File: src/rtl/uart_tx_serializer_if.sv
// Reply-word bus between the ATC controller (master) and the UART transmitter (slave).
// Handshake: a word is accepted on a rising clock edge where uart_tx_send and uart_tx_ready are both high;
// uart_tx_data is sampled only on that edge, and a send seen while uart_tx_ready is low is dropped.
interface uart_tx_serializer_if #(
   parameter int DATA_BITS = 9
);
   logic [DATA_BITS-1:0] uart_tx_data;
   logic                 uart_tx_send;
   logic                 uart_tx_ready;
   logic                 tx_serial;
   logic                 tx_done;
   logic [2:0]           tx_state;

   modport master (
      output uart_tx_data,
      output uart_tx_send,
      input  uart_tx_ready,
      input  tx_serial,
      input  tx_done,
      input  tx_state
   );

   modport slave (
      input  uart_tx_data,
      input  uart_tx_send,
      output uart_tx_ready,
      output tx_serial,
      output tx_done,
      output tx_state
   );
endinterface

File: src/rtl/uart_tx_serializer.sv
// UART transmitter for 9-bit ATC reply words: start, 9 data bits LSB-first, optional even parity, stop.
// Define UART_TX_PARITY_EN to insert the parity bit (12-bit frame instead of 11).
module uart_tx_serializer #(
   parameter int CLKS_PER_BIT = 16,
   parameter int DATA_BITS    = 9
) (
   input logic                clock,
   input logic                reset_n,
   uart_tx_serializer_if.slave bus
);

   localparam int CNT_W = (CLKS_PER_BIT > 1) ? $clog2(CLKS_PER_BIT) : 1;
   localparam logic [CNT_W-1:0] CNT_LAST = CNT_W'(CLKS_PER_BIT - 1);
   localparam logic [3:0]       BIT_LAST = 4'(DATA_BITS - 1);

   typedef enum logic [2:0] {
      S_IDLE   = 3'd0,
      S_START  = 3'd1,
      S_DATA   = 3'd2,
`ifdef UART_TX_PARITY_EN
      S_PARITY = 3'd3,
`endif
      S_STOP   = 3'd4
   } state_e;

   state_e               state_q, state_d;
   logic [CNT_W-1:0]     baud_q, baud_d;
   logic [3:0]           bit_q, bit_d;
   logic [DATA_BITS-1:0] shift_q, shift_d;
   logic                 tx_q, tx_d;
`ifdef UART_TX_PARITY_EN
   logic                 parity_q, parity_d;
`endif

   logic bit_end;
   assign bit_end = (baud_q == CNT_LAST);

   always_ff @(posedge clock or negedge reset_n) begin
      if (!reset_n) begin
         state_q  <= S_IDLE;
         baud_q   <= '0;
         bit_q    <= '0;
         shift_q  <= '0;
         tx_q     <= 1'b1;
`ifdef UART_TX_PARITY_EN
         parity_q <= 1'b0;
`endif
      end else begin
         state_q  <= state_d;
         baud_q   <= baud_d;
         bit_q    <= bit_d;
         shift_q  <= shift_d;
         tx_q     <= tx_d;
`ifdef UART_TX_PARITY_EN
         parity_q <= parity_d;
`endif
      end
   end

   // tx_d is the value the line takes for the next bit, so tx_serial only moves on bit boundaries.
   always_comb begin
      state_d  = state_q;
      baud_d   = bit_end ? '0 : baud_q + CNT_W'(1);
      bit_d    = bit_q;
      shift_d  = shift_q;
      tx_d     = tx_q;
`ifdef UART_TX_PARITY_EN
      parity_d = parity_q;
`endif
      case (state_q)
         S_IDLE: begin
            baud_d = '0;
            tx_d   = 1'b1;
            if (bus.uart_tx_send) begin
               shift_d  = bus.uart_tx_data;
`ifdef UART_TX_PARITY_EN
               parity_d = ^bus.uart_tx_data;
`endif
               bit_d    = '0;
               tx_d     = 1'b0;
               state_d  = S_START;
            end
         end
         S_START: begin
            if (bit_end) begin
               tx_d    = shift_q[0];
               shift_d = shift_q >> 1;
               bit_d   = '0;
               state_d = S_DATA;
            end
         end
         S_DATA: begin
            if (bit_end) begin
               if (bit_q == BIT_LAST) begin
                  bit_d   = '0;
`ifdef UART_TX_PARITY_EN
                  tx_d    = parity_q;
                  state_d = S_PARITY;
`else
                  tx_d    = 1'b1;
                  state_d = S_STOP;
`endif
               end else begin
                  tx_d    = shift_q[0];
                  shift_d = shift_q >> 1;
                  bit_d   = bit_q + 4'd1;
               end
            end
         end
`ifdef UART_TX_PARITY_EN
         S_PARITY: begin
            if (bit_end) begin
               tx_d    = 1'b1;
               state_d = S_STOP;
            end
         end
`endif
         S_STOP: begin
            if (bit_end) begin
               tx_d    = 1'b1;
               state_d = S_IDLE;
            end
         end
         default: begin
            baud_d  = '0;
            tx_d    = 1'b1;
            state_d = S_IDLE;
         end
      endcase
   end

   assign bus.uart_tx_ready = (state_q == S_IDLE);
   assign bus.tx_serial     = tx_q;
   assign bus.tx_done       = (state_q == S_STOP) && bit_end;
   assign bus.tx_state      = state_q;

endmodule

File: src/flat_wrapper.sv
// flat-port wrapper written by rule: the top's interface ports become plain ports
module uart_tx_serializer_flat 
#(
   parameter int CLKS_PER_BIT = 16,
   parameter int DATA_BITS    = 9
)
  (clock, reset_n, bus_uart_tx_data, bus_uart_tx_send, bus_uart_tx_ready, bus_tx_serial, bus_tx_done, bus_tx_state);
  uart_tx_serializer_if #(.DATA_BITS(DATA_BITS)) bus_i ();
  input logic clock;
  input logic reset_n;
  input wire logic [$bits(bus_i.uart_tx_data)-1:0] bus_uart_tx_data;
  input wire logic [$bits(bus_i.uart_tx_send)-1:0] bus_uart_tx_send;
  output wire logic [$bits(bus_i.uart_tx_ready)-1:0] bus_uart_tx_ready;
  output wire logic [$bits(bus_i.tx_serial)-1:0] bus_tx_serial;
  output wire logic [$bits(bus_i.tx_done)-1:0] bus_tx_done;
  output wire logic [$bits(bus_i.tx_state)-1:0] bus_tx_state;
  assign bus_i.uart_tx_data = bus_uart_tx_data;
  assign bus_i.uart_tx_send = bus_uart_tx_send;
  assign bus_uart_tx_ready = bus_i.uart_tx_ready;
  assign bus_tx_serial = bus_i.tx_serial;
  assign bus_tx_done = bus_i.tx_done;
  assign bus_tx_state = bus_i.tx_state;
  uart_tx_serializer #(.CLKS_PER_BIT(CLKS_PER_BIT), .DATA_BITS(DATA_BITS)) u_core (.clock(clock), .reset_n(reset_n), .bus(bus_i));
endmodule
File: config.mk
export PLATFORM = sky130hd
export DESIGN_NAME = uart_tx_serializer_flat
export DESIGN_NICKNAME = d
export VERILOG_FILES = /design/src/rtl/uart_tx_serializer_if.sv /design/src/rtl/uart_tx_serializer.sv /design/src/flat_wrapper.sv
export SDC_FILE = /design/constraint.sdc
export NUM_CORES = 1
export LEC_CHECK = 0
export ABC_CLOCK_PERIOD_IN_PS = 1540
export CAP_MARGIN = 0
export CORE_MARGIN = 4
export CORE_UTILIZATION = 47
export CTS_CLUSTER_SIZE = 20
export DETAILED_ROUTE_END_ITERATION = 10
export GPL_TIMING_DRIVEN = 1
export PLACE_DENSITY = 0.79
export SYNTH_ARGS = -nofsm -noshare
export SYNTH_HDL_FRONTEND = slang
export SYNTH_SLANG_ARGS = --single-unit
File: constraint.sdc
create_clock -name clock -period 1.54 [get_ports clock]
set_input_delay 0.154 -clock clock [delete_from_list [all_inputs] [get_ports clock]]
set_output_delay 0.154 -clock clock [all_outputs]
set_load 0.02 [all_outputs]
==> metrics.md, run 1 <==
| Metric | Value |
|---|---|
| Synth top area cells | dfrtp_1 44%, mux2i_1 8.9%, a21oi_1 4.4% |
| Max Fclk | roughly 610 MHz |
| Warnings, synthesis | 0 |
| Critical R2R Launch | u_core.bus.tx_state[0] |
| Net switching power | between 0.0009 and 0.001 W |
| Register area share after synthesis | roughly 47% |
| Clock transition at path regs | about 0.13 ns |
| First-pass GRT wire length | between 4 and 5 mm |
| Slew HR | approximately 80% |
| Register share of total power | 35.4% |
| Worst Hold Class | input port to asynchronous set/reset pin |
| Starting DRT DRC Count | 19 |
| Root buf cell | clkbuf_4 |
| Clock power share | between 10% and 20% |
| Final hold vios | 0 |
| Fillcell total | about 180 |
| WHS | ~0.16 ns |
| Routability congestion estimate | around 0.72 |
| CP startpoint kind | register |
| Antenna violations before repair | 0 |
| Die width | 56.9 µm |
| CP endpoint kind | register |
| Primary FF master, synth | dfrtp_1 |
| Remaining DRCs | 0 |
| P_int | 0.00163 W |
| Fin Clk Skew | roughly 0.012 ns |
| DR vias/cell | 5.31 |
| Largest net degree at the start of global routing | 22 |
| Distinct cell type count after synthesis | 35 |
| Clock Sinks | 21 |
| Worst Setup SP | u_core.bus.tx_state[0] |
| Final critical-path share of the clock period | 107% |
| Grt total ovfl | 0 |
| Maximum clock insertion buffer count | 2 |
| Failing checks | negative setup slack |
| FF-to-FF path depth | 6 |
| Nets@finish | between 150 and 200 |
| HPWL after DPL | around 1.6 mm |
| Die area | roughly 3200 µm² |
| Max Cap Violations | 0 |
| Actual slew at the worst max-slew pin | ~0.32 ns |
| Ys async rst share | between 90% and 100% |
| Syn avg cell area | between 10 and 15 µm² |
| Register bit total from synthesis | 21 |
| CTS Buf Count | 3 |
| Ports | 18 |
| Leak | about 0.75 nW |
| Critical Path Fanout Max | 4 |
| Vias in the first global route | roughly 990 |
| Setup_tns | -0.855 ns |
| Detailed-route via count | 939 |
| Fin crit period | approximately 1.6 ns |
| Routed Antenna Nets | 0 |
| Synthesized net count | 120 |
| Synth top cells by count | 20 x dfrtp_1, 10 x a21oi_1, 10 x mux2i_1 |
| Status | finished, violations left |
| Port-buffer cells | 17 |
| Combinational share of power | a little over half |
| Layout Cells excl Fill | 177 |
| CP endpoint | u_core.bit_q[3] |
| Layout cells sized above 1 | between 30% and 40% |
| Worst-Skew Late Latency | a little over 0.3 ns |
| RSZ-0062 raised after global routing | yes |
| Routed len/inst | 13.8 µm |
| GRT Total Usage | between 15 and 20% |
| Switching fraction of total power | a little over a third |
| Final worst slack | -0.108 ns |
| R2R setup slack | -0.11 ns |
| CTS tree | done |
| Number of iterations in the first detailed-routing pass | 4 |
| Cell count after placement | 163 |
| Die height | around 57 µm |
| Post-place setup slack | -0.271 ns |
| Initial Utilization | 49.9% |
| WP data arrival | between 1.5 and 2 ns |
| Worst vdd ir | about 1.1 mV |
| Fin. max-slew vios | 0 |
| Post-synth EDFFs | 0 |
| Count leader, synth | dfrtp_1 |
| Diode count | 0 |
| Reg2reg end | u_core.bit_q[3] |
| Power density over the cells | 1630 nW/µm² |
| Crit path kind | register to register |
| Area of the core | about 2300 µm² |
| Cells after synthesis | about 110 |
| Synthesized cell area | approximately 1100 µm² |
| Final-report setup violation count | 13 |
| Cell Rows | 17 |
| Share of the synthesized area in the top cell type | roughly 44% |
| Area growth syn-to-layout | 40.5% |
| Post-Route WL | approximately 2.4 mm |
| Worst Path Required | between 1.5 and 2 ns |
| Leading area contributor after synthesis | dfrtp_1 |
| CTS H-Tree Depth | 1 |
registers in the layout (all words and copies together) (netlist names):
register              cells
u_core.baud_q             4
u_core.bit_q              4
u_core.bus.tx_serial      1
u_core.bus.tx_state       3
u_core.shift_q            9
kinds of logic (layout without fill, tap and decap cells):
| family | Yosys count | count (layout) | synth area share (%) |
|---|---|---|---|
| multiplexers | 11 | 11 | 10.2 |
| AND/OR/NAND/NOR | 29 | 29 | 15.1 |
| flip-flops | 21 | 21 | 46.8 |
| XOR/XNOR | 3 | 3 | 2.34 |
| adder cells (fa/ha/maj) | 3 | 3 | 3.34 |
| AO/OA/AOI/OAI | 28 | 28 | 16.1 |
| buffers and inverters | 10 | 54 | 6.01 |
per-layer routing:
| layer | share of wire, % | vias up | GRT usage, % |
|---|---|---|---|
| met3 | 4.3 | 2 | 2.53 |
| met2 | 50 | 20 | 28.9 |
| met1 | 45 | 448 | 18.3 |
| met5 | 0 | - | 0 |
| li1 | - | 469 | - |
| met4 | 1.4 | 0 | 7.28 |
layout by cell type (no fill, tap or decap), types with 2 or more instances in the layout:
master	Yosys	layout
a31oi_1	8	8
nand2b_1	3	3
o21ai_0	3	2
buf_4	2	27
nor2_1	6	6
ha_1	3	2
nand2_1	3	3
dlygate4sd2_1	0	3
nor3b_1	3	2
dfrtp_1	20	17
nor3_1	2	2
mux2i_1	10	10
nor2b_1	3	3
clkdlybuf4s50_1	0	11
nand3_1	3	2
a21oi_1	10	10
inv_1	2	2
buf_6	1	5
dfrtp_2	0	3
clkbuf_4	0	3
repair_timing:
| action | CTS | global route |
|---|---|---|
| hold buffers | 0 | 0 |
| resized for setup | 21 | 10 |
| endpoints found under the setup margin | 20 | 19 |
| setup buffers | 2 | 8 |
| pin swaps | 1 | 3 |
worst min path at each step:
stage,start,to,slack (ns),cells after the start
6_report,reset_n,u_core.bus.tx_state[1],0.16,2
5_1_grt,reset_n,u_core.shift_q[0],0.19,2
4_1_cts,reset_n,u_core.bit_q[2],0.17,2
3_5_place_dp,u_core.bus.tx_serial,u_core.bus.tx_serial,0.50,1
3_3_place_gp,u_core.bit_q[3],u_core.bit_q[3],0.48,1
2_1_floorplan,reset_n,u_core.baud_q[0],-0.14,0
power groups by stage:
stage,Sequential [W],Clock [W],Combinational (W)
after global placement,0.000898,0,0.00117
after CTS,0.000906,0.000287,0.00125
after global routing,0.000941,0.000305,0.00154
after detailed placement,0.000911,0,0.00121
after floorplan,0.000905,0,0.000821
final,0.000910,0.000276,0.00139
critical path, cell delays in order, from the launching register on:
cell	delay [ns]
dfrtp_2	0.46
or4b_4	0.56
o31ai_4	0.11
buf_4	0.19
buf_6	0.08
o31ai_2	0.05
o2bb2ai_1	0.12
through the flow:
stage          total power, W  area (µm²)  util (%)
6_report              0.00257        1580      70.1
2_1_floorplan         0.00173        1140         -
4_1_cts               0.00244        1500      66.4
3_5_place_dp          0.00213        1440      63.7
3_3_place_gp          0.00207        1440      63.7
5_1_grt               0.00279        1580      70.1
cell type report:
type                    instances  area, µm²  share of cell area [%]
clock buffers                   4       26.3                    1.66
flip-flops and latches         21        531                    33.6
inverters                       2       7.51                   0.475
well taps                      28       35.0                    2.22
multi-input cells              74        571                    36.1
repair buffers                 48        410                    26.0
(Power assumes the default switching activity.)
==> run 2: changes to the inputs <==
--- a/config.mk
+++ b/config.mk
@@ -5,14 +5,14 @@
 export SDC_FILE = /design/constraint.sdc
 export NUM_CORES = 1
 export LEC_CHECK = 0
-export ABC_CLOCK_PERIOD_IN_PS = 1540
+export ABC_CLOCK_PERIOD_IN_PS = 1650
 export CAP_MARGIN = 0
 export CORE_MARGIN = 4
-export CORE_UTILIZATION = 47
+export CORE_UTILIZATION = 52
 export CTS_CLUSTER_SIZE = 20
 export DETAILED_ROUTE_END_ITERATION = 10
 export GPL_TIMING_DRIVEN = 1
-export PLACE_DENSITY = 0.79
+export PLACE_DENSITY = 0.83
 export SYNTH_ARGS = -nofsm -noshare
 export SYNTH_HDL_FRONTEND = slang
 export SYNTH_SLANG_ARGS = --single-unit
==> constraint.sdc (replaced) <==
create_clock -name clock -period 1.65 [get_ports clock]
set_input_delay 0.165 -clock clock [delete_from_list [all_inputs] [get_ports clock]]
set_output_delay 0.165 -clock clock [all_outputs]
set_load 0.02 [all_outputs]
==> metrics.md, run 2 (synthesized netlist as in run 1, its figures left out) <==
| Metric | Value |
|---|---|
| Largest registers | u_core.shift_q (9), u_core.baud_q (4), u_core.bit_q (4) (unchanged) |
| CTS H-Tree Depth | 1 (unchanged) |
| HPWL after DPL | 1.72 mm (was 1.63 mm) |
| CP endpoint | u_core.shift_q[8] (was u_core.bit_q[3]) |
| Actual slew at the worst max-slew pin | 0.313 ns (was 0.323 ns) |
| Fin Clk Skew | 0.0138 ns (was 0.0120 ns) |
| Vias in the first global route | 962 (was 994) |
| Final critical-path share of the clock period | 101% (was 107%) |
| Register area | 531 µm² (unchanged) |
| Nets@finish | 161 (was 165) |
| Commonest non-fill, non-tap cells in the layout | 22 x buf_4, 17 x dfrtp_1, 15 x clkdlybuf4s50_1 (was 27 x buf_4, 17 x dfrtp_1, 11 x clkdlybuf4s50_1) |
| Final-report setup violation count | 1 (was 13) |
| Met1 WL | 1.12 mm (was 1.09 mm) |
| Clock Sinks | 21 (unchanged) |
| Worst-Skew Late Latency | 0.30 ns (was 0.31 ns) |
| Power density over the cells | 1530 nW/µm² (was 1630 nW/µm²) |
| Largest reg by FF count | u_core.shift_q (unchanged) |
| Clock power share | 10.3% (was 10.7%) |
| Grt total ovfl | 0 (unchanged) |
| Slew HR | 79.1% (was 78.5%) |
| Cell Rows | 16 (was 17) |
| CTS tree | done (unchanged) |
| Post-Route WL | 2.64 mm (was 2.44 mm) |
| WP data arrival | 1.86 ns (about the same) |
| FF-to-FF path depth | 5 (was 6) |
| Combinational share of power | 53.8% (was 53.9%) |
| Port-buffer cells | 17 (unchanged) |
| Net switching power | 0.000888 W (was 0.000938 W) |
| Core Util, Final | 77.9% (was 70.1%) |
| Clock transition at path regs | 0.12 ns (was 0.13 ns) |
| Dpl cell area | 1400 µm² (was 1440 µm²) |
| Die height | 54.5 µm (was 56.9 µm) |
| Die width | 54.5 µm (was 56.9 µm) |
| Final hold vios | 0 (unchanged) |
| Setup_tns | -0.0227 ns (was -0.855 ns) |
| Design area | 1560 µm² (was 1580 µm²) |
| RSZ-0062 raised after global routing | yes (unchanged) |
| Final worst slack | -0.0227 ns (was -0.108 ns) |
| Uppermost layer routed | met4 (unchanged) |
| Initial Utilization | 56.2% (was 49.9%) |
| Fin crit period | 1.67 ns (was 1.65 ns) |
| Hold_buf cts | 0 (unchanged) |
| Layout cells sized above 1 | 33.8% (was 35.6%) |
| Critical Path Fanout Max | 6 (was 4) |
| Max Cap Violations | 0 (unchanged) |
| Worst Hold Class | input port to asynchronous set/reset pin (unchanged) |
| Root buf cell | clkbuf_4 (unchanged) |
| Crit path kind | register to register (unchanged) |
| Area growth syn-to-layout | 38.7% (was 40.5%) |
| Largest net degree at the start of global routing | 22 (unchanged) |
| Area of the core | 2000 µm² (was 2250 µm²) |
| Die area | 2970 µm² (was 3240 µm²) |
| Detailed-routed wire length on met2 | 1.38 mm (was 1.21 mm) |
| Met3 WL | 120 µm (was 105 µm) |
| Switching fraction of total power | 37.1% (was 36.5%) |
| Antenna violations before repair | 0 (unchanged) |
| CP endpoint kind | register (unchanged) |
| GRT Total Usage | 20.7% (was 16.0%) |
| Worst Path Required | 1.84 ns (was 1.76 ns) |
| Routability congestion estimate | 0.811 (was 0.724) |
| Detailed-route via count | 949 (was 939) |
| Fin. max-slew vios | 0 (unchanged) |
| Maximum clock insertion buffer count | 2 (unchanged) |
| Register share of total power | 35.9% (was 35.4%) |
| Most common cell after layout, fill and taps aside | buf_4 (unchanged) |
| Failing checks | negative setup slack (unchanged) |
| R2R setup slack | -0.02 ns (was -0.11 ns) |
| Reg2reg end | u_core.shift_q[8] (was u_core.bit_q[3]) |
| Max reg flops | 9 (unchanged) |
| Status | finished, violations left (unchanged) |
| P_int | 0.00150 W (was 0.00163 W) |
| Ports | 18 (unchanged) |
| Critical R2R Launch | u_core.bus.tx_state[0] (unchanged) |
| Worst vdd ir | 0.937 mV (was 1.07 mV) |
| Area of the multi-input gates | 583 µm² (was 571 µm²) |
| Number of iterations in the first detailed-routing pass | 4 (unchanged) |
| Diode count | 0 (unchanged) |
| Fillcell total | 123 (was 175) |
| Routed len/inst | 15.3 µm (was 13.8 µm) |
| Remaining DRCs | 0 (unchanged) |
| Worst Setup SP | u_core.bus.tx_state[0] (unchanged) |
| CP startpoint kind | register (unchanged) |
| First-pass GRT wire length | 4.40 mm (was 4.11 mm) |
| Starting DRT DRC Count | 5 (was 19) |
| DR vias/cell | 5.52 (was 5.31) |
| Leak | 0.727 nW (was 0.754 nW) |
| Max Fclk | 598 MHz (was 607 MHz) |
| CTS Buf Count | 3 (unchanged) |
| Routed Antenna Nets | 0 (unchanged) |
run 2: cell types whose count changed in the layout (fill, tap and decap cells not counted), sizes merged:
| cell | change |
|---|---|
| buf | -5 |
| clkdlybuf4s15 | -1 |
| clkdlybuf4s50 | +4 |
| dlygate4sd2 | -2 |
run 2: timing repair:
| item | in CTS | in global routing |
|---|---|---|
| buffers inserted | 6 | 3 |
| pin swaps | 2 | 1 |
| gates resized for setup | 13 | 10 |
| endpoints found under the setup margin | 11 | 16 |
| cloned | 2 | 0 |
run 2: worst max-delay path, cell delays in order (launching register included):
cell	delay (ns)
dfrtp_2	0.45
or4b_4	0.54
o31ai_4	0.09
buf_6	0.15
nand2_2	0.05
mux2_4	0.29
run 2: worst min-delay path by stage:
| stage | to | slack (ns) | from | cells after the start |
|---|---|---|---|---|
| after floorplan | u_core.baud_q[0] | -0.13 | reset_n | 0 |
| after global placement | u_core.bit_q[3] | 0.48 | u_core.bit_q[3] | 1 |
| after detailed placement | u_core.shift_q[8] | 0.50 | u_core.shift_q[8] | 1 |
| after CTS | u_core.bit_q[3] | 0.20 | reset_n | 2 |
| after global routing | u_core.baud_q[2] | 0.23 | reset_n | 2 |
| final | u_core.shift_q[5] | 0.20 | reset_n | 2 |
run 2: routing by layer:
| metal | vias to the layer above | track usage (%) |
|---|---|---|
| met5 | - | 0 |
| met4 | 0 | 7.88 |
| met3 | 2 | 3.27 |
| met2 | 25 | 36.7 |
| met1 | 462 | 25.0 |
| li1 | 460 | - |
run 2: cell type report:
type / instances / share of cell area, %
Multi-Input combinational cell: 74 / 37.4
Sequential cell: 21 / 34.0
Timing Repair Buffer: 44 / 24.3
Tap cell: 27 / 2.17
Clock buffer: 4 / 1.68
Inverter: 2 / 0.481
run 2: metrics by stage:
stage          setup WS [ns]  cells  power [W]  hold slack [ns]
2_1_floorplan        -0.0741    105    0.00161           -0.131
3_3_place_gp          -0.130    157    0.00188            0.483
3_5_place_dp          -0.223    157    0.00194            0.502
4_1_cts              -0.0173    169    0.00231            0.203
5_1_grt              -0.0896    172    0.00257            0.230
6_report             -0.0227    172    0.00239            0.200
run 2: power by group through the flow:
stage          Sequential, W  Combinational, W  Clock, W
5_1_grt             0.000883           0.00142  0.000268
4_1_cts             0.000855           0.00121  0.000250
6_report            0.000860           0.00129  0.000246
3_5_place_dp        0.000867           0.00107         0
2_1_floorplan       0.000845          0.000766         0
3_3_place_gp        0.000854           0.00102         0
==> run 3: changes to the inputs <==
--- a/config.mk
+++ b/config.mk
@@ -7,7 +7,7 @@
 export LEC_CHECK = 0
 export ABC_CLOCK_PERIOD_IN_PS = 1650
 export CAP_MARGIN = 0
-export CORE_MARGIN = 4
+export CORE_MARGIN = 2
 export CORE_UTILIZATION = 52
 export CTS_CLUSTER_SIZE = 20
 export DETAILED_ROUTE_END_ITERATION = 10
==> metrics.md, run 3 (synthesized netlist as in run 1, its figures left out) <==
| Metric | Value |
|---|---|
| Design area | 1520 µm² (was 1560 µm²) |
| Final critical-path share of the clock period | 100% (was 101%) |
| Area growth syn-to-layout | 35.4% (was 38.7%) |
| Cell Rows | 16 (unchanged) |
| WP data arrival | 1.86 ns (about the same) |
| DR vias/cell | 5.35 (was 5.52) |
| Grt total ovfl | 0 (unchanged) |
| Area of the core | 2000 µm² (unchanged) |
| Worst vdd ir | 0.983 mV (was 0.937 mV) |
| Critical R2R Launch | u_core.bus.tx_state[0] (unchanged) |
| Diode count | 0 (unchanged) |
| Failing checks | negative setup slack (unchanged) |
| Ports | 18 (unchanged) |
| Routed Antenna Nets | 0 (unchanged) |
| Combinational share of power | 52.2% (was 53.8%) |
| Critical Path Fanout Max | 6 (unchanged) |
| Largest registers | u_core.shift_q (9), u_core.baud_q (4), u_core.bit_q (4) (unchanged) |
| Worst path top cell family by delay | simple AND/OR/NAND/NOR gates (unchanged) |
| CTS tree | done (unchanged) |
| Reg2reg end | u_core.shift_q[8] (unchanged) |
| Remaining DRCs | 0 (unchanged) |
| Max reg flops | 9 (unchanged) |
| Fin crit period | 1.66 ns (was 1.67 ns) |
| RSZ-0062 raised after global routing | yes (unchanged) |
| Layout cells sized above 1 | 32.4% (was 33.8%) |
| Fin Clk Skew | 0.00380 ns (was 0.0138 ns) |
| Worst path bufs/invs | 1 (unchanged) |
| Antenna violations before repair | 0 (unchanged) |
| Dpl cell area | 1410 µm² (was 1400 µm²) |
| CP endpoint kind | register (unchanged) |
| Cell count after placement | 159 (was 157) |
| Slowest CP cell | or4b_4 (unchanged) |
| Post-Route WL | 2.31 mm (was 2.64 mm) |
| Max Fclk | 604 MHz (was 598 MHz) |
| Vias in the first global route | 813 (was 962) |
| Clock Sinks | 21 (unchanged) |
| Largest net degree at the start of global routing | 22 (unchanged) |
| Net switching power | 0.000870 W (was 0.000888 W) |
| Port-buffer cells | 17 (unchanged) |
| Final-report setup violation count | 1 (unchanged) |
| Commonest non-fill, non-tap cells in the layout | 18 x buf_4, 17 x dfrtp_1, 14 x clkdlybuf4s50_1 (was 22 x buf_4, 17 x dfrtp_1, 15 x clkdlybuf4s50_1) |
| Routability congestion estimate | 0.771 (was 0.811) |
| Clock transition at path regs | 0.12 ns (about the same) |
| Power density over the cells | 1540 nW/µm² (was 1530 nW/µm²) |
| CTS H-Tree Depth | 1 (unchanged) |
| Actual slew at the worst max-slew pin | 0.412 ns (was 0.313 ns) |
| Worst-Skew Late Latency | 0.31 ns (was 0.30 ns) |
| Register share of total power | 37.0% (was 35.9%) |
| CTS Buf Count | 3 (unchanged) |
| Final worst slack | -0.00638 ns (was -0.0227 ns) |
| Post-place setup slack | -0.103 ns (was -0.223 ns) |
| Die height | 50.5 µm (was 54.5 µm) |
| Max Cap Violations | 0 (unchanged) |
| Fillcell total | 131 (was 123) |
| Starting DRT DRC Count | 12 (was 5) |
| Root buf cell | clkbuf_4 (unchanged) |
| FF-to-FF path depth | 5 (unchanged) |
| Core Util, Final | 76.1% (was 77.9%) |
| Routed len/inst | 13.6 µm (was 15.3 µm) |
| Number of iterations in the first detailed-routing pass | 4 (unchanged) |
| Die area | 2550 µm² (was 2970 µm²) |
| Clock power share | 10.8% (was 10.3%) |
| Worst Hold Class | input port to asynchronous set/reset pin (unchanged) |
| Largest reg by FF count | u_core.shift_q (unchanged) |
| Nets@finish | 158 (was 161) |
| Detailed-route via count | 904 (was 949) |
| Crit path kind | register to register (unchanged) |
| Cells along the critical path | or4b_4 -> o31ai_4 -> buf_6 -> nand2_2 -> mux2_4 (unchanged) |
| GRT Total Usage | 18.1% (was 20.7%) |
| P_int | 0.00148 W (was 0.00150 W) |
| R2R setup slack | -0.006 ns (was -0.02 ns) |
| CP startpoint kind | register (unchanged) |
| Maximum clock insertion buffer count | 2 (unchanged) |
| First-pass GRT wire length | 3.47 mm (was 4.40 mm) |
| CP max stage delay | 0.53 ns (was 0.54 ns) |
| Leak | 0.694 nW (was 0.727 nW) |
| Slew HR | 72.4% (was 79.1%) |
| Initial Utilization | 56.2% (unchanged) |
| Final hold vios | 0 (unchanged) |
| Switching fraction of total power | 37.0% (was 37.1%) |
| HPWL after DPL | 1.53 mm (was 1.72 mm) |
| Die width | 50.5 µm (was 54.5 µm) |
| WHS | 0.203 ns (was 0.200 ns) |
| Layout Cells excl Fill | 169 (was 172) |
| Worst Path Required | 1.85 ns (was 1.84 ns) |
| Fin. max-slew vios | 0 (unchanged) |
| Most common cell after layout, fill and taps aside | buf_4 (unchanged) |
| Status | finished, violations left (unchanged) |
[run 3: metal layers]
metal | vias up | GRT usage, % | part of all wire, %
met2 | 15 | 30.0 | 50
met1 | 430 | 23.3 | 46
met4 | 0 | 8.11 | 1.2
li1 | 455 | - | -
met3 | 4 | 2.68 | 2.7
met5 | - | 0 | 0
[run 3: worst max path at each step]
stage	start	end	slack, ns	depth (start not counted)
4_1_cts	u_core.bus.tx_state[0]	u_core.shift_q[6]	0.01	5
3_3_place_gp	bus_uart_tx_send	u_core.shift_q[3]	-0.1	6
2_1_floorplan	u_core.bus.tx_state[0]	u_core.shift_q[8]	-0.07	5
6_report	u_core.bus.tx_state[0]	u_core.shift_q[8]	-0.006	5
3_5_place_dp	bus_uart_tx_send	u_core.shift_q[6]	-0.10	6
5_1_grt	u_core.baud_q[1]	bus_tx_done	-0.06	4
[run 3: power groups by stage]
stage | Combinational (W) | Clock, W | Sequential, W
floorplan | 0.000766 | 0 | 0.000845
global placement | 0.00107 | 0 | 0.000847
detailed placement | 0.00111 | 0 | 0.000859
CTS | 0.00110 | 0.000259 | 0.000849
global route | 0.00133 | 0.000280 | 0.000891
finish | 0.00123 | 0.000253 | 0.000869
[run 3: final cells by class]
type	count	area, µm²	share of cell area (%)
clock buffers	4	26.3	1.73
inverters	2	7.51	0.493
multi-input cells	74	567	37.2
flip-flops and latches	21	531	34.8
well taps	27	33.8	2.22
repair buffers	41	358	23.5
[run 3: worst register-to-register path, cell delays in order (launching register included)]
cell and delay [ns]:
dfrtp_2 0.46, or4b_4 0.53, o31ai_4 0.07, buf_6 0.16, nand2_2 0.05, mux2_4 0.29
[run 3: repair_timing]
action,4_1_cts,5_1_grt
setup endpoints to repair,2,17
pin swaps,0,7
resized for setup,6,16
hold buffers,0,0
gates cloned,0,2
buffers inserted,0,4
[run 3: stage by stage]
stage	power [W]	TNS (ns)
2_1_floorplan	0.00161	-0.432
3_5_place_dp	0.00197	-0.798
3_3_place_gp	0.00192	-0.664
5_1_grt	0.00250	-0.374
6_report	0.00235	-0.00638
4_1_cts	0.00221	0
